[src/rtl/frame_burst_sched.sv]
// Frame DMA command scheduler: splits each line into full bursts plus a tail,
// limits outstanding commands and reports in-order completions.
module frame_burst_sched #(
    parameter int ASIZE          = 29,
    parameter int BURST_MAP_ADDR = 12800,
    parameter int LSIZE          = 16,
    parameter int MAX_OUT        = 4
) (
    input  logic             clock,
    input  logic             rst,
    input  logic             start,
    input  logic [ASIZE-1:0] baseaddr,
    input  logic [ASIZE-1:0] line_stride,
    input  logic [LSIZE-1:0] line_bytes,
    input  logic [LSIZE-1:0] line_num,
    output logic             cmd_valid,
    input  logic             cmd_ready,
    output logic [ASIZE-1:0] cmd_addr,
    output logic [LSIZE-1:0] cmd_len,
    input  logic             resp_valid,
    output logic             resp_ready,
    output logic             burst_done,
    output logic             tail_done,
    output logic             busy,
    output logic             frame_done
);

    localparam logic [LSIZE-1:0] BLEN = LSIZE'(BURST_MAP_ADDR);
    localparam logic [3:0]       MAXO = 4'(MAX_OUT);

    typedef enum logic [1:0] {IDLE, ISSUE, DRAIN, DONE} state_t;

    state_t             state, state_n;
    logic [ASIZE-1:0]   line_start, stride;
    logic [LSIZE-1:0]   rem, lbytes, lines_left;
    logic [3:0]         outstanding, wr_idx;
    logic [MAX_OUT-1:0] fifo, fifo_n;
    logic               resp_prev;
    logic               cmd_hs, resp_hs, cmd_full;
    logic               line_end, last_cmd, start_zero;

    assign cmd_full   = rem >= BLEN;
    assign cmd_len    = cmd_full ? BLEN : rem;
    assign cmd_valid  = (state == ISSUE) && (outstanding < MAXO);
    assign cmd_hs     = cmd_valid && cmd_ready;
    assign resp_ready = (outstanding != 4'd0) && !resp_prev;
    assign resp_hs    = resp_valid && resp_ready;
    assign line_end   = rem == cmd_len;
    assign last_cmd   = line_end && (lines_left == LSIZE'(1));
    assign start_zero = (line_num == '0) || (line_bytes == '0);
    assign busy       = state != IDLE;
    assign frame_done = state == DONE;

    always_comb begin
        state_n = state;
        unique case (state)
            IDLE:    if (start) state_n = start_zero ? DONE : ISSUE;
            ISSUE:   if (cmd_hs && last_cmd) state_n = DRAIN;
            DRAIN:   if (outstanding == 4'd0) state_n = DONE;
            DONE:    state_n = IDLE;
            default: state_n = IDLE;
        endcase
    end

    // Shift-out FIFO of command kinds: entry 0 is the oldest outstanding one.
    always_comb begin
        wr_idx = outstanding - {3'b000, resp_hs};
        fifo_n = resp_hs ? (fifo >> 1) : fifo;
        for (int i = 0; i < MAX_OUT; i++) begin
            if (cmd_hs && (4'(i) == wr_idx)) fifo_n[i] = cmd_full;
        end
    end

    always_ff @(posedge clock) begin
        if (rst) begin
            state       <= IDLE;
            outstanding <= '0;
            fifo        <= '0;
            resp_prev   <= 1'b0;
            burst_done  <= 1'b0;
            tail_done   <= 1'b0;
            cmd_addr    <= '0;
            line_start  <= '0;
            stride      <= '0;
            rem         <= '0;
            lbytes      <= '0;
            lines_left  <= '0;
        end else begin
            state      <= state_n;
            fifo       <= fifo_n;
            resp_prev  <= resp_hs;
            burst_done <= resp_hs && fifo[0];
            tail_done  <= resp_hs && !fifo[0];
            if (cmd_hs && !resp_hs) outstanding <= outstanding + 4'd1;
            else if (!cmd_hs && resp_hs) outstanding <= outstanding - 4'd1;
            if (state == IDLE && start) begin
                cmd_addr   <= baseaddr;
                line_start <= baseaddr;
                stride     <= line_stride;
                lbytes     <= line_bytes;
                lines_left <= line_num;
                rem        <= start_zero ? '0 : line_bytes;
            end else if (cmd_hs) begin
                if (line_end) begin
                    cmd_addr   <= line_start + stride;
                    line_start <= line_start + stride;
                    lines_left <= lines_left - LSIZE'(1);
                    rem        <= last_cmd ? '0 : lbytes;
                end else begin
                    cmd_addr <= cmd_addr + ASIZE'(cmd_len);
                    rem      <= rem - cmd_len;
                end
            end
        end
    end

endmodule

[config.mk]
export PLATFORM = sky130hd
export DESIGN_NAME = frame_burst_sched
export DESIGN_NICKNAME = d
export VERILOG_FILES = /design/src/rtl/frame_burst_sched.sv
export SDC_FILE = /design/constraint.sdc
export NUM_CORES = 1
export LEC_CHECK = 0
export CAP_MARGIN = 20
export CORE_ASPECT_RATIO = 0.6
export CORE_MARGIN = 5
export CORE_UTILIZATION = 59
export DETAILED_ROUTE_END_ITERATION = 8
export DONT_BUFFER_PORTS = 1
export PLACE_DENSITY = 0.78
export SYNTH_ARGS = -nofsm -noshare
export SYNTH_HDL_FRONTEND = slang
export SYNTH_SLANG_ARGS = --single-unit
[constraint.sdc]
create_clock -name clock -period 3.75 [get_ports clock]
set_clock_uncertainty 0.2 [all_clocks]
set_input_delay 0.5625 -clock clock [delete_from_list [all_inputs] [get_ports clock]]
set_output_delay 0.5625 -clock clock [all_outputs]
set_load 0.03 [all_outputs]
## Word level (Yosys, flattened, before mapping)

Index checks and enable logic that the tools add are counted.
W data, S select, Z words.

| word-level totals | value |
|---|---|
| flip-flop bits (word level) | 148 |
| output and inout bits | 51 |
| bits of input ports | 95 |
| logic and storage cells | 98 |

| operators by class | value |
|---|---|
| add/sub/neg operators | 7 |
| multiplexer cells | 27 |
| reductions and logical operators | 36 |
| equality and inequality tests | 11 |
| order comparisons | 2 |

Operators with widths:

| cell | count |
|---|---|
| $mux W29 | 6 |
| $mux W16 | 9 |
| $logic_not A16 Y1 | 2 |
| $add A29 B16 Y29 | 1 |
| $add A29 B29 Y29 | 1 |
| $eq A16 B1 Y1 const B | 1 |
| $eq A16 B16 Y1 | 1 |
| $ge A16 B14 Y1 const B | 1 |
| $reduce_bool A2 Y1 | 8 |
| $sub A16 B1 Y16 const B | 1 |
| $sub A16 B16 Y16 | 1 |
| $logic_and A1 B1 Y1 | 15 |
| $mux W4 | 3 |
| $eq A2 B4 Y1 const A | 2 |
| $logic_not A4 Y1 | 2 |
| $mux W2 | 4 |
| $pmux W2 S4 | 1 |
| $add A4 B1 Y4 const B | 1 |
| $eq A1 B4 Y1 const A | 1 |
| $eq A2 B2 Y1 const B | 2 |
| $logic_not A1 Y1 | 4 |
| $lt A4 B3 Y1 const B | 1 |
| $mux W1 | 4 |
| $ne A2 B2 Y1 const B | 2 |
| other kinds (9) | 9 |

## Logic depth before layout (Yosys ltp)

| depth | value |
|---|---|
| word-level depth | 8 |
| mapped depth | 15 |
| gate-level depth less buffers | 14 |

## Least setup slack after synthesis

No wires, ideal clock.

| timing | value |
|---|---|
| path type | reg-to-reg |
| start point | register rem[9] |
| end point | register cmd_addr[22] |
| path buffers | 2 |
| slack | -0.199 ns |
| stages on the path, launching flop included | 16 |
| required time | 3.423 ns |
| library setup time | 0.127 ns |
| data arrival time | 3.622 ns |
| clock period less this slack | 3.949 ns |
| cell sequence | dfxtp_1 -> buf_2 -> o311a_1 -> nor2_1 -> clkbuf_1 -> and2_1 -> ha_1 -> fa_1 -> a211oi_1 -> o21ai_0 -> nand3_1 -> a21oi_1 -> o21ai_1 -> or4_1 -> a31oi_1 -> o22ai_1 |

| on the way | value |
|---|---|
| cells in the longest elaborated chain, start to end | 6 |
| elaborated cells between the ends (all ways) | 7 |
| classes of those cells | add/sub (1); order compare (1); eq/ne (1); mux (4) |

Ends and longest elaborated chain:

| item | RTL line | text |
|---|---|---|
| start, declared | 35 | `logic [LSIZE-1:0] rem, lbytes, lines_left;` |
| start signal, assigned | 102 | `rem <= start_zero ? '0 : line_bytes;` |
| start signal, assigned | 108 | `rem <= last_cmd ? '0 : lbytes;` |
| start signal, assigned | 111 | `rem <= rem - cmd_len;` |
| $ge A16 B14 Y1 * | 42 | `assign cmd_full = rem >= BLEN;` |
| $mux W16 * | 43 | `assign cmd_len = cmd_full ? BLEN : rem;` |
| named net cmd_len[0] | 19 | `output logic [LSIZE-1:0] cmd_len,` |
| $add A29 B16 Y29 / $eq A16 B16 Y1 (equally long branches) | 110, 48 |  |
| $mux W29 * | 104 | `if (line_end) begin` |
| $mux W29 * | 103 | `end else if (cmd_hs) begin` |
| $mux W29 * | 96 | `if (state == IDLE && start) begin` |
| end signal, assigned | 97 | `cmd_addr <= baseaddr;` |
| end signal, assigned | 105 | `cmd_addr <= line_start + stride;` |
| end signal, assigned | 110 | `cmd_addr <= cmd_addr + ASIZE'(cmd_len);` |
| end, declared | 18 | `output logic [ASIZE-1:0] cmd_addr,` |

Mark *: on every way through the listed nets, which the timed path passes. The rest lies on a longest branch. The select of a mux whose other input is x is not followed.
A chain may end at the register's enable or synchronous reset.

## Worst setup path after layout

| timing | value |
|---|---|
| start point | register rem[15] |
| end point | register cmd_addr[27] |

| on the way | value |
|---|---|
| cells in the longest elaborated chain, start to end | 6 |
| elaborated cells between the ends (all ways) | 7 |
| classes of those cells | add/sub (1); order compare (1); eq/ne (1); mux (4) |

Ends and longest elaborated chain:

| item | RTL line |
|---|---|
| $ge A16 B14 Y1 | 42 |
| $mux W16 | 43 |
| $add A29 B16 Y29 / $eq A16 B16 Y1 (equally long branches) | 110, 48 |
| $mux W29 * | 104 |
| $mux W29 * | 103 |
| $mux W29 * | 96 |

Mark *: on every way between the ends. The rest lies on a longest branch, timed or not. The select of a mux whose other input is x is not followed.

==> impl_metrics.ini <==
[floorplan]
pin_count = 146
die_x_um = 176
start_util_pct = 60.0
core_um2 = 16200
placementRows = 36
die_area_um2 = 19200
die_h_um = 109

[setup_path]
r2r_start = rem[15]
critPathLaunch = rem[15]
required_ns = 3.89
critical_path_class = reg2reg
path_max_fanout = 4
worstPathArrival_ns = 3.69
cp-start-kind = flop
endpoint_kind = flop

[placed_design]
dpl.cell_count = 1476
place.gp.congestion = 1.04
dpl.hpwl_mm = 23.8
place_ws_ns = 0.0608
port-buffer-count = 0

[power]
ir_drop_uv = 455
p_switching_mw = 4.37
switching_share_pct = 48.3
p_seq_share_pct = 28.2
combPwrFrac_pct = 52.8
p_int_mw = 4.68
finalPower_mw = 9.05
power_density_nw_per_um2 = 834
p_clk_share_pct = 19.0
p_leak_nw = 4.25

[sta]
setup_viol_count_final = 0
period_minus_slack_ns = 3.56
slew_headroom_pct = 45.2
finalHoldViolCount = 0
tightest_slew_ns = 0.822
final.period_utilization_pct = 94.8
tns_ns = 0
fmax_mhz = 281
slew_viol_final = 0
rsz0062_at_grt = no
fin_ws_ns = 0.193

[detailed_routing]
drt_first_pass_iters = 6
wl_per_cell_um = 21.7
wl_mm = 32.9
drc = 0
vias = 10000
vias_per_cell = 6.62
ant_nets = 0
drtIter0Drc = 1300

[layout]
mostFrequentLayoutCell = nand2_1
fillers = 1397
layout.cells.non_filler = 1514
area_delta_synth_final_pct = 11.6
final_cell_mix = nand2_1 (185), dfxtp_1 (148), a21oi_1 (141)
drive_gt1_share_pct = 10.7
finalNetCount = 1446

[global_route]
overflow = 0
grt_max_degree = 121
first_global_vias = 8914
grt_usage_pct = 33.5
antenna_found_initial = 1
grt_pass1_wl_mm = 50.6

[clocking]
cts_root_buffer = clkbuf_16
cts_sinks = 148
cts_tree = yes
cts_made_buffers = 17
clkLatencyLatePin_ns = 0.44
htree_levels = 4
path_clk_slew_ns = 0.07
cts.path.max_buffers = 2

[min_path]
hp-start = rst
holdCritPathClass = in2reg

[logic_synthesis]
synthDistinctLibCells = 78
ys_ff_latch = 148
async_flop_share_pct = 0
synth_seq_area_share_pct = 30.5
yosys_warnings = 0
synth_area_per_cell_um2 = 7.62
syn_inst = 1276
synth_area_um2 = 9720
synth_ff_type = dfxtp_1
synth-edff-count = 0

[job]
maxCapViolations = 0

[run_status]
outcome = completed
==> flip-flops by register name, summed over array words and instances, names as in the netlist <==
name	flops
burst_done	1
cmd_addr	29
fifo	4
lbytes	16
line_start	29
lines_left	16
outstanding	4
rem	16
resp_prev	1
state	2
stride	29
tail_done	1
==> final timing paths <==
check,to,cells past startpoint,slack (ns)
min reg2reg,tail_done,1,0.25
max,cmd_addr[27],12,0.19
min,line_start[25],1,0.03
max reg2reg,cmd_addr[27],12,0.19
==> critical path, cell delays in order (launching register included) <==
cell	delay [ns]
dfxtp_1	0.31
or2_1	0.27
buf_4	0.17
or3_1	0.38
ha_1	0.31
and3_1	0.19
and3_1	0.19
nand3_2	0.13
a211oi_2	0.31
o21ai_1	0.11
or4_1	0.50
a311o_1	0.33
o41ai_1	0.06
==> final cells by class <==
class,instances,area [um2],share of cell area [%]
antenna,1,2.50,0.0231
clock buffer,20,447,4.12
clock inverter,12,131,1.21
inverter,27,101,0.934
multi-input combinational,1030,6410,59.1
sequential,148,2960,27.3
tap,209,262,2.41
timing repair buffer,67,536,4.94
==> logic make-up after synthesis <==
logic type               count (synthesis)  share of synthesized area (%)
AND/OR/NAND/NOR                        474                           23.3
XOR/XNOR                                55                           4.95
adder cells (fa/ha/maj)                 60                           7.95
other                                    2                         0.0772
buffers and inverters                  101                           4.21
AO/OA/AOI/OAI                          427                           28.1
multiplexers                             9                          0.927
flip-flops                             148                           30.5
==> power by group through the flow <==
stage	registers (mW)	clock network, mW	logic (mW)
floorplan	2.52	0	3.27
global placement	2.54	0	4.49
CTS	2.53	1.73	4.62
finish	2.55	1.72	4.78
detailed placement	2.55	0	4.58
global route	2.59	1.80	5.19
==> routing by layer <==
| layer | global-route usage (%) | share of wire, % | up-vias |
|---|---|---|---|
| met5 | 2.34 | 0.17 | - |
| met4 | 7.29 | 2.0 | 2 |
| met3 | 14.1 | 15 | 66 |
| met2 | 45.5 | 38 | 611 |
| met1 | 48.9 | 44 | 4665 |
| li1 | - | - | 4684 |
==> what timing repair did <==
item	in CTS	in global routing
hold buffers	2	1
buffers inserted	0	2
resized for setup	0	6
endpoints found under the hold margin	11	1
setup endpoints to repair	0	12
==> synthesized netlist by cell type, drive strengths merged (17+ instances only) <==
master | instances | area (um2)
ha | 57 | 713
dfxtp | 148 | 2960
a21o | 21 | 158
a21oi | 142 | 711
nor4 | 23 | 201
xnor2 | 33 | 289
nand3 | 24 | 143
o211ai | 17 | 128
nor3 | 40 | 215
clkbuf | 57 | 214
nand2 | 188 | 711
nor2 | 120 | 458
buf | 17 | 93.8
a211oi | 30 | 230
inv | 27 | 101
a31oi | 18 | 113
o21ai | 93 | 465
xor2 | 22 | 193
==> metrics by stage <==
step	util [%]	hold WS, ns	instance area (um2)
after CTS	66.6	0.000250	10800
after floorplan	-	0.216	9750
after global routing	66.9	0.00571	10800
after global placement	62.9	0.229	10200
final	66.9	0.0348	10800
after detailed placement	62.9	0.237	10200
Power figures use the tool's default switching activity.
==> patch, RTL diff (same flow settings) <==
Make the reset (`rst`) asynchronous in one clocked block.
--- a/src/rtl/frame_burst_sched.sv
+++ b/src/rtl/frame_burst_sched.sv
@@ -73,3 +73,3 @@
 
-    always_ff @(posedge clock) begin
+    always_ff @(posedge clock or posedge rst) begin
         if (rst) begin
Behaviour: differs if rst is asserted again (counterexample within 4 cycles, from zero or initial values and one cycle with rst high); with rst held inactive, the same outputs for 4 cycles.
==> patch against the original RTL <==
Fmax grew 1.4%. Synthesized area grew 2.0%. Final area grew 0.13%. Sequential cell count is the same. First-iteration DRC count shrank 3.8%. Highest routed layer unchanged. Power grew 29%. Critical path type unchanged. Setup slack gained 0.050 ns. Largest power group unchanged. Routed wire length shrank 8.2%. Sequential share of layout area grew 6.8 points. Count of clock-buffer cells in the layout grew 1.
==> patch: results (changes against the original RTL) <==
metric;value;unit;change
status;complete, no violations;;
peak supply drop;0.4289;mV;-5.8%
top post-synthesis cells by area;dfrtp_1, nand2_1, ha_1;;
met1 usage;48.20;%;-0.67 points
sequential fraction of the synthesis area;37.36;%;+6.9 points
Layout fillers;1337;;-4.3%
vias;9262;;-7.6%
Antenna Cells;0;;-1
post-synthesis cell area;9913;um^2;+2.0%
Post-DP HPWL;22.38;mm;-6.0%
CP startpoint;rem[9];;
ys flop type;dfrtp_1;;
inverter count;23;;-15%
overall routing resource usage;31.02;%;-2.5 points
min-delay src;line_stride[15];;
P_sw;0.005819;W;+33%
crit-path max FO;7;;+3
M1 wire length;13.49;mm;-7.0%
slowest CP cell;o311a_1;;
met2 usage;40.37;%;-5.1 points
Clock buf/inv share;5.022;%;-0.31 points
worst reg2reg endpoint;cmd_addr[26];;
Multi-In Gates;970;;-5.8%
top post-synthesis cells by count;nand2_1, dfrtp_1, nor2_1;;
first-pass GRT wire length;48.25;mm;-4.6%
WL/cell;20.95;um;-3.5%
part of the cycle the worst path needs;93.52;%;-1.3 points
Comb power frac;56.3;%;+3.5 points
clock buf count;21;;+5.0%
WP data arrival;3.66;ns;-0.03 ns
GP Congestion;1.059;;+2.0%
max incr delay on CP;0.41;ns;-0.09 ns
WHS Endpoint;stride[15];;
total power;0.01165;W;+29%
Netlist cell types;81;;+3.8%
hold path depth;2;;+1
FF-to-FF setup slack;0.24;ns;+0.05 ns
clk pwr;0.00164;W;-5%
pre-CTS setup slack;0.03436;ns;-0.02639 ns
largest net degree at the start of global routing;77;;-36%
vias in the first global route;8531;;-4.3%
wire length on met3;4.430;mm;-11%
Iter 0 DRT Violations;1251;;-3.8%
layout cells sized above 1;9.233;%;-1.5 points
patch: changes by cell type after synthesis, moves of 13 or more:
cell / delta
dfrtp_1: +148
dfxtp_1: -148
nand2_1: +52
a21oi_1: -50
clkbuf_1: -19
nor2_1: -17
nor3_1: -17
a211oi_1: -13
patch: metrics by stage:
step                instances  utilization (%)  cell area [um^2]  hold slack [ns]
global placement         1406            62.78             10260           0.1843
finish                   1441            66.44             10860          0.03047
detailed placement       1406            62.78             10260           0.1894
global route             1441            66.44             10860          0.01873
floorplan                1198                -              9946           0.2175
CTS                      1439            66.18             10820          0.01898
patch: cells by family after synthesis:
group                      Yosys count  share of synthesized area, %
buffers and inverters               80                         3.547
muxes                               18                         1.830
AOI/OAI and AO/OA                  349                         22.24
and+or+nand+nor                    484                         22.38
DFF                                148                         37.36
adders and majority gates           60                         7.800
other                                2                       0.07576
xor gates and xnor gates            54                         4.771
